<file path="config.mk">
export PLATFORM = sky130hd
export DESIGN_NAME = hal_2
export DESIGN_NICKNAME = d
export VERILOG_FILES = /design/src/rtl/hal_2.sv
export SDC_FILE = /design/constraint.sdc
export NUM_CORES = 2
export LEC_CHECK = 0
export CORE_AREA = 3 3 313 222
export CTS_CLUSTER_SIZE = 25
export DETAILED_ROUTE_END_ITERATION = 7
export DIE_AREA = 0 0 316 225
export PLACE_DENSITY = 0.65
export SLEW_MARGIN = 10
export SYNTH_ARGS = -nofsm -noshare
export SYNTH_HDL_FRONTEND = slang
export SYNTH_SLANG_ARGS = --single-unit
</file>
<file path="constraint.sdc">
create_clock -name clk -period 37.5 [get_ports clk]
set_input_delay 7.5 -clock clk [delete_from_list [all_inputs] [get_ports clk]]
set_output_delay 7.5 -clock clk [all_outputs]
set_load 0.02 [all_outputs]
</file>
<file path="src/rtl/hal_2.sv">
// hal_2: switch-driven register-file execution unit with debounced launch key,
// iterative multiplier, hardwired-zero r0 and hex display of results/registers.
module hal_2 #(
   parameter int WIDTH = 16,
   parameter int AW    = 4,
   parameter int NDIG  = WIDTH / 4
) (
   input  logic              clk,
   input  logic              rst,
   input  logic              key0,
   input  logic              key3,
   input  logic [3:0]        sw_op,
   input  logic [AW-1:0]     sw_a,
   input  logic [AW-1:0]     sw_b,
   input  logic [AW-1:0]     sw_c,
   output logic [13:0]       hex_rb,
   output logic [13:0]       hex_rc,
   output logic [7*NDIG-1:0] hex_res,
   output logic              busy,
   output logic              ovf
);
   localparam int NREGS = 2 ** AW;
   localparam int MSB   = WIDTH - 1;
   localparam int CW    = $clog2(WIDTH);

   localparam logic [3:0] OP_ADD  = 4'h1;
   localparam logic [3:0] OP_SUB  = 4'h2;
   localparam logic [3:0] OP_AND  = 4'h3;
   localparam logic [3:0] OP_OR   = 4'h4;
   localparam logic [3:0] OP_XOR  = 4'h5;
   localparam logic [3:0] OP_SLT  = 4'h6;
   localparam logic [3:0] OP_ADDI = 4'h7;
   localparam logic [3:0] OP_LI   = 4'h8;
   localparam logic [3:0] OP_MUL  = 4'h9;
   localparam logic [3:0] OP_SLL  = 4'hA;
   localparam logic [3:0] OP_SRL  = 4'hB;

   typedef enum logic {IDLE, MUL} state_t;

   state_t               state;
   logic [WIDTH-1:0]     regs [NREGS];
   logic [WIDTH-1:0]     result_reg;
   logic                 k0_s1, k0_s2;
   logic                 k3_s1, k3_s2, k3_s3;
   logic                 go;
   logic [WIDTH-1:0]     rs_val, rt_val, view_val, imm, disp;
   logic [WIDTH-1:0]     add_res, sub_res, addi_res, alu_res;
   logic [31:0]          shamt;
   logic                 alu_ovf, alu_commit;
   logic [2*WIDTH-1:0]   mul_mcand, mul_acc, acc_next;
   logic [WIDTH-1:0]     mul_mplier;
   logic [AW-1:0]        mul_rd;
   logic [CW-1:0]        mul_cnt;

   function automatic logic [6:0] seg7(input logic [3:0] d);
      case (d)
         4'h0: return 7'b1000000;
         4'h1: return 7'b1111001;
         4'h2: return 7'b0100100;
         4'h3: return 7'b0110000;
         4'h4: return 7'b0011001;
         4'h5: return 7'b0010010;
         4'h6: return 7'b0000010;
         4'h7: return 7'b1111000;
         4'h8: return 7'b0000000;
         4'h9: return 7'b0010000;
         4'hA: return 7'b0001000;
         4'hB: return 7'b0000011;
         4'hC: return 7'b1000110;
         4'hD: return 7'b0100001;
         4'hE: return 7'b0000110;
         default: return 7'b0001110;
      endcase
   endfunction

   assign go       = k3_s2 & ~k3_s3;
   assign rs_val   = (sw_b == '0) ? '0 : regs[sw_b];
   assign rt_val   = (sw_c == '0) ? '0 : regs[sw_c];
   assign view_val = (sw_a == '0) ? '0 : regs[sw_a];
   assign imm      = WIDTH'(sw_c);
   assign acc_next = mul_acc + (mul_mplier[0] ? mul_mcand : '0);

   // Single-cycle ALU; alu_commit marks opcodes that write rd/result/ovf.
   always_comb begin
      add_res    = rs_val + rt_val;
      sub_res    = rs_val - rt_val;
      addi_res   = rs_val + imm;
      shamt      = 32'(sw_c) % 32'(WIDTH);
      alu_res    = '0;
      alu_ovf    = 1'b0;
      alu_commit = 1'b1;
      case (sw_op)
         OP_ADD: begin
            alu_res = add_res;
            alu_ovf = (rs_val[MSB] == rt_val[MSB]) && (add_res[MSB] != rs_val[MSB]);
         end
         OP_SUB: begin
            alu_res = sub_res;
            alu_ovf = (rs_val[MSB] != rt_val[MSB]) && (sub_res[MSB] != rs_val[MSB]);
         end
         OP_AND:  alu_res = rs_val & rt_val;
         OP_OR:   alu_res = rs_val | rt_val;
         OP_XOR:  alu_res = rs_val ^ rt_val;
         OP_SLT:  alu_res = WIDTH'($signed(rs_val) < $signed(rt_val));
         OP_ADDI: begin
            alu_res = addi_res;
            alu_ovf = (rs_val[MSB] == imm[MSB]) && (addi_res[MSB] != rs_val[MSB]);
         end
         OP_LI:   alu_res = imm;
         OP_SLL:  alu_res = rs_val << shamt;
         OP_SRL:  alu_res = rs_val >> shamt;
         default: alu_commit = 1'b0;
      endcase
   end

   always_ff @(posedge clk or posedge rst) begin
      if (rst) begin
         state      <= IDLE;
         busy       <= 1'b0;
         ovf        <= 1'b0;
         result_reg <= '0;
         k0_s1      <= 1'b0;
         k0_s2      <= 1'b0;
         k3_s1      <= 1'b0;
         k3_s2      <= 1'b0;
         k3_s3      <= 1'b0;
         mul_mcand  <= '0;
         mul_mplier <= '0;
         mul_acc    <= '0;
         mul_rd     <= '0;
         mul_cnt    <= '0;
         for (int i = 0; i < NREGS; i++) regs[i] <= '0;
      end else begin
         k0_s1 <= ~key0;
         k0_s2 <= k0_s1;
         k3_s1 <= ~key3;
         k3_s2 <= k3_s1;
         k3_s3 <= k3_s2;
         case (state)
            IDLE: begin
               if (go && sw_op == OP_MUL) begin
                  mul_mcand  <= {{WIDTH{1'b0}}, rs_val};
                  mul_mplier <= rt_val;
                  mul_acc    <= '0;
                  mul_rd     <= sw_a;
                  mul_cnt    <= '0;
                  busy       <= 1'b1;
                  state      <= MUL;
               end else if (go && alu_commit) begin
                  if (sw_a != '0) regs[sw_a] <= alu_res;
                  result_reg <= alu_res;
                  ovf        <= alu_ovf;
               end
            end
            MUL: begin
               // Shift-add step; the last step commits acc_next directly.
               mul_acc    <= acc_next;
               mul_mcand  <= mul_mcand << 1;
               mul_mplier <= mul_mplier >> 1;
               mul_cnt    <= mul_cnt + 1'b1;
               if (mul_cnt == CW'(WIDTH - 1)) begin
                  if (mul_rd != '0) regs[mul_rd] <= acc_next[WIDTH-1:0];
                  result_reg <= acc_next[WIDTH-1:0];
                  ovf        <= |acc_next[2*WIDTH-1:WIDTH];
                  busy       <= 1'b0;
                  state      <= IDLE;
               end
            end
            default: state <= IDLE;
         endcase
      end
   end

   always_comb begin
      disp    = k0_s2 ? view_val : result_reg;
      hex_rb  = {seg7(rs_val[7:4]), seg7(rs_val[3:0])};
      hex_rc  = {seg7(rt_val[7:4]), seg7(rt_val[3:0])};
      hex_res = '0;
      for (int i = 0; i < NDIG; i++) hex_res[7*i +: 7] = seg7(disp[4*i +: 4]);
   end
endmodule

</file>
Word level (Yosys, flattened, before mapping)
Memories as Yosys holds them, arrays and structs flattened.
Cells that the tools add are included.
- $lt $le $gt $ge: 7
- eq/ne operators: 23
- shift-type cells: 2
- reductions and logical operators: 18
- bitwise operators: 13
- add/subtract/negate cells: 5
- multiplexer cells: 51
- operators by type and width (operator ; number):
    256-bit 2-to-1 mux ; 5
    256-bit bitwise mux ; 2
    256-bit one-hot mux with 2 select lines ; 1
    16-bit 2-to-1 mux ; 16
    16-bit binary-select mux with 4-bit select ; 3
    16-bit one-hot mux with 10 select lines ; 1
    16-bit demux with 4-bit select ; 2
    32-bit one-hot mux with 2 select lines ; 2
    32-bit 2-to-1 mux ; 3
    16-bit one-hot mux with 2 select lines ; 2
    32-bit adder ; 1
    4-bit == test (second input constant) ; 5
    5-bit >= comparator (second input constant) ; 4
    4-bit NOT with 5-bit output ; 4
    16-bit adder ; 1
    16-bit by 4-bit adder with 16-bit output ; 1
    16-bit bitwise AND ; 1
    4-bit by 3-bit == test with 1-bit output (second input constant) ; 4
    16-bit less-than comparator ; 1
    16-bit bitwise OR ; 1
    16-bit OR reduction ; 1
    16-bit by 4-bit left shift with 16-bit output ; 1
    16-bit by 4-bit >> shifter with 16-bit output ; 1
    16-bit subtractor ; 1
    23 further kinds ; 55
- input bits: 20
- output and inout port bits: 58
- register bits after elaboration: 368
- bits in read-only memories: 896
- memories: 8
- word-level logic and storage cells: 157
- memory list (memory ; depth ; width ; read ports ; clocked after memory_dff ; wr ports ; line ; RTL):
    (no name shown) ; 16 ; 7 ; 1 ; 0 ; 0 ; 56 ; case (d)
    (no name shown) ; 16 ; 7 ; 1 ; 0 ; 0 ; 56 ;
    (no name shown) ; 16 ; 7 ; 1 ; 0 ; 0 ; 56 ;
    (no name shown) ; 16 ; 7 ; 1 ; 0 ; 0 ; 56 ;
    (no name shown) ; 16 ; 7 ; 1 ; 0 ; 0 ; 56 ;
    (no name shown) ; 16 ; 7 ; 1 ; 0 ; 0 ; 56 ;
    +2 memories ; - ; - ; - ; - ; - ; - ;

Longest topological paths before layout
- word-level depth: 12
- gate-level depth with buffers: 23
- gate-level depth less buffers: 17

Least setup slack after synthesis
OpenSTA, ideal clock, no wires.
- path kind: input to output
- start: input port sw_c[0]
- end: output port hex_rc[3]
- stages: 14
- data arrival time: 11.480 ns
- required time: 30.000 ns
- path buffers: 6
- path slack: 18.520 ns
- cell sequence: buf_2 buf_2 buf_2 buf_2 buf_1 buf_2 mux4_2 mux4_2 nand2_1 inv_1 ha_1 nand2_1 and3_1 a31oi_1
- word-level cells in the longest chain between the ends: 6
- elaborated cells on any way between the ends: 7
- those cells by class: mux: 4; bitwise: 1; reduce/logical: 1; memory: 1
- RTL lines (element ; line ; RTL):
    from (decl) ; 15 ; input logic [AW-1:0] sw_c,
    4-bit NOT with 5-bit output (implied by the code) ; 78 ; assign rt_val = (sw_c == '0) ? '0 : regs[sw_c];
    16-bit binary-select mux with 4-bit select ; 78 ;
    16-bit 2-to-1 mux (implied by the code) (2 in series) ; 78 ;
    16-bit 2-to-1 mux (*) ; 78 ;
    memory 16 x 7 bit (*) ; - ;
    to (decl) ; 17 ; output logic [13:0] hex_rc,
Every way passes the cells marked *; elsewhere a longest branch is shown, timed or not. The select of a mux whose other input is x is not followed.

Worst setup path after layout
- start: input port sw_a[0]
- end: output port hex_res[18]
- word-level cells in the longest chain between the ends: 7
- elaborated cells on any way between the ends: 8
- those cells by class: mux: 5; bitwise: 1; reduce/logical: 1; memory: 1
- RTL lines (element ; line ; RTL):
    from (decl) ; 13 ; input logic [AW-1:0] sw_a,
    4-bit NOT with 5-bit output (implied by the code) ; 79 ; assign view_val = (sw_a == '0) ? '0 : regs[sw_a];
    16-bit binary-select mux with 4-bit select ; 79 ;
    16-bit 2-to-1 mux (implied by the code) (2 in series) ; 79 ;
    16-bit 2-to-1 mux (*) ; 79 ;
    16-bit 2-to-1 mux (*) ; 175 ; disp = k0_s2 ? view_val : result_reg;
    memory 16 x 7 bit (*) ; - ;
    to (decl) ; 18 ; output logic [7*NDIG-1:0] hex_res,
Marked as above.

==> qor.yml <==
logic_synthesis:
  synthFlopType: "dfrtp_1"
  synth_cells: 3157
  yosys_warnings: 0
  synth_edf_count: 0
  ys_async_sr_fraction_pct: 100
  syn-cell-area_sq_mm: 0.0300
  synth_seq_area_share_pct: 30.7
  synth-seq-cells: 368
  yosys.cell_types.count: 88
  postSynthAreaPerCell_sq_um: 9.49
  syn_nets: 3313
placed_design:
  dpl.hpwl_microns: 90600
  dpl.cell_count: 3949
  port_buffers: 77
  dpl_cell_area_sq_mm: 0.0315
  gp_congestion: 1.04
  pre_cts_ws_ns: 17.87
sta:
  min_period_over_period_pct: 52.4
  layout_setup_ws_ns: 17.84
  min_period_ns: 19.66
  tightest_slew_ns: 1.34
  finalSetupViolCount: 0
  rsz0062_at_grt: "false"
  clock.fmax_mhz: 50.9
  max_slew_margin_pct: 9.79
  hold_viol: 0
  holdWs_ns: 0.359
  fin_skew_ns: 0.0163
  tns_ns: 0
  drv_slew: 0
detailed_routing:
  drcViolationCount: 0
  first_iter_violations: 5129
  vias: 29263
  ant_nets: 0
  wl_per_cell_microns: 32.3
  wirelength_microns: 130000
  drt_pass1_iterations: 7
  vias_per_cell: 7.27
status:
  outcome: "finished clean"
floorplan:
  rows: 79
  fp.dieW_microns: 316
  die-area_sq_mm: 0.0711
  die_h_microns: 225
  core-area_sq_mm: 0.0665
  initial_core_util_pct: 45.0
  io_pins: 78
final_layout:
  syn2layout_area_growth_pct: 9.93
  drive_above_1_share_pct: 14.3
  largest_reg_flops: 256
  layout.nets: 3258
  postLayoutCoreUtil_pct: 49.5
  top_register: "regs"
  fill_cells: 6115
  stdcell_area_sq_mm: 0.0329
  biggestRegsByFlops: "regs (256), mul_acc (32), mul_mcand (32)"
  instances_no_fill: 4026
grt:
  grt_usage_pct: 36.0
  grt_first_pass_wirelength_microns: 190000
  grt_overflow_total: 0
  grt_max_degree: 111
  grt_pass1_vias: 27701
  antenna_found_initial: 4
clocking:
  clk_pin_slew_ns: 0.05
  post-cts-setup-buffer-count: 0
  clk_latency_ns: 0.62
  cts_tree: "yes"
  clk_path_buf_depth: 3
  cts_buffers: 42
  ctsRootBufferMaster: "clkbuf_16"
  holdBufCountCts: 0
  htreeDepth: 2
  cts_sinks: 368
  cts_resized: 0
worst_setup_path:
  arrival_ns: 12.16
  worstSetupPathType: "in2out"
  r2r_setup_slack_ns: 31.58
  cp-end-kind: "primary output"
  worstPathMaxFanout: 43
  worstPathRequired_ns: 30.00
  startpoint_type: "input port"
power:
  irDropWorstVdd_mv: 0.0435
  p_per_area_mw_per_mm2: 52.1
  power_mw: 1.72
  p_leak_nw: 13.5
job:
  cap_violations: 0
worst_hold_path:
  worstHoldPathType: "reg2reg"
## power breakdown
group	switching, mW	internal (mW)
combinational	0.452	0.266
clock	0.190	0.256
sequential	0.0818	0.470
total	0.725	0.992
## synth_stat cells, types with 37 or more instances
master,n,area share (%)
a21oi_1,132,2.2
a221o_1,82,2.7
a22oi_1,37,0.93
and2_1,54,1.1
clkbuf_1,191,2.4
dfrtp_1,368,31
ha_1,132,5.5
inv_1,86,1.1
mux2i_1,117,3.9
mux4_2,212,16
nand2_1,416,5.2
nand3_1,47,0.79
nor2_1,271,3.4
nor3_1,73,1.2
o21ai_0,158,2.6
o21ai_1,38,0.63
o221ai_1,145,4.2
o22ai_1,37,0.77
## metal layers
metal  GRT usage, %  share of wire (%)
met5              0               0.14
met2           48.3                 39
met3           18.0                 17
met1           49.2                 39
met4           14.4                4.6
## cell type report
class                   instances  area, sq um  area share, %
diodes                          1         2.50        0.00760
clock buffers                  58         1170           3.56
clock inverters                18          272          0.824
inverters                      95          364           1.11
multi-input cells            2434        19400           59.0
flip-flops and latches        368         9210           28.0
well taps                     891         1110           3.39
repair buffers                161         1380           4.19
## layout by cell type, fill, tap and decap left out, types with 20 or more instances in the layout
cell type,netlist,final
a21o_1,26,26
clkdlybuf4s50_1,0,69
mux4_2,212,212
a211oi_1,28,26
a221o_1,82,82
o221ai_1,145,145
o21ai_0,158,158
and2_1,54,54
dfrtp_1,368,367
a21oi_1,132,132
a31oi_1,20,20
o21ai_1,38,37
clkbuf_16,0,43
nand3_1,47,47
nand2b_1,25,25
inv_1,86,85
o22ai_1,37,37
buf_4,10,89
nand2_1,416,416
ha_1,132,132
xnor2_1,32,32
a22oi_1,37,37
mux2i_1,117,117
nor2b_1,30,30
mux2_2,25,25
nor2_1,271,271
nor3_1,73,72
## critical path: stages
cell and delay, ns:
buf_4 0.62, buf_4 0.69, mux4_2 0.60, mux4_2 0.51
nor2b_1 0.21, a21oi_1 0.82, mux2i_1 0.29, nand2_1 0.07
o21ai_0 0.12, clkdlybuf4s50_1 0.65
## logic make-up after synthesis
kind of cell / share of synthesized area (%)
DFF: 30.7
muxes: 20.8
adders and majority gates: 5.86
xor gates and xnor gates: 1.23
buffers and inverters: 4.85
and+or+nand+nor: 14.7
AOI/OAI and AO/OA: 21.9
## worst paths after layout
kind                       startpoint          end  cells after the start
hold reg to reg                 k0_s1        k0_s2                      0
min in group asynchronous         rst    regs[211]                      2
setup / recovery              sw_a[0]  hex_res[18]                     10
setup reg to reg             regs[21]     regs[11]                     14
max in group asynchronous         rst        state                      4
hold / removal                  k0_s1        k0_s2                      0
(Power assumes the default switching activity.)
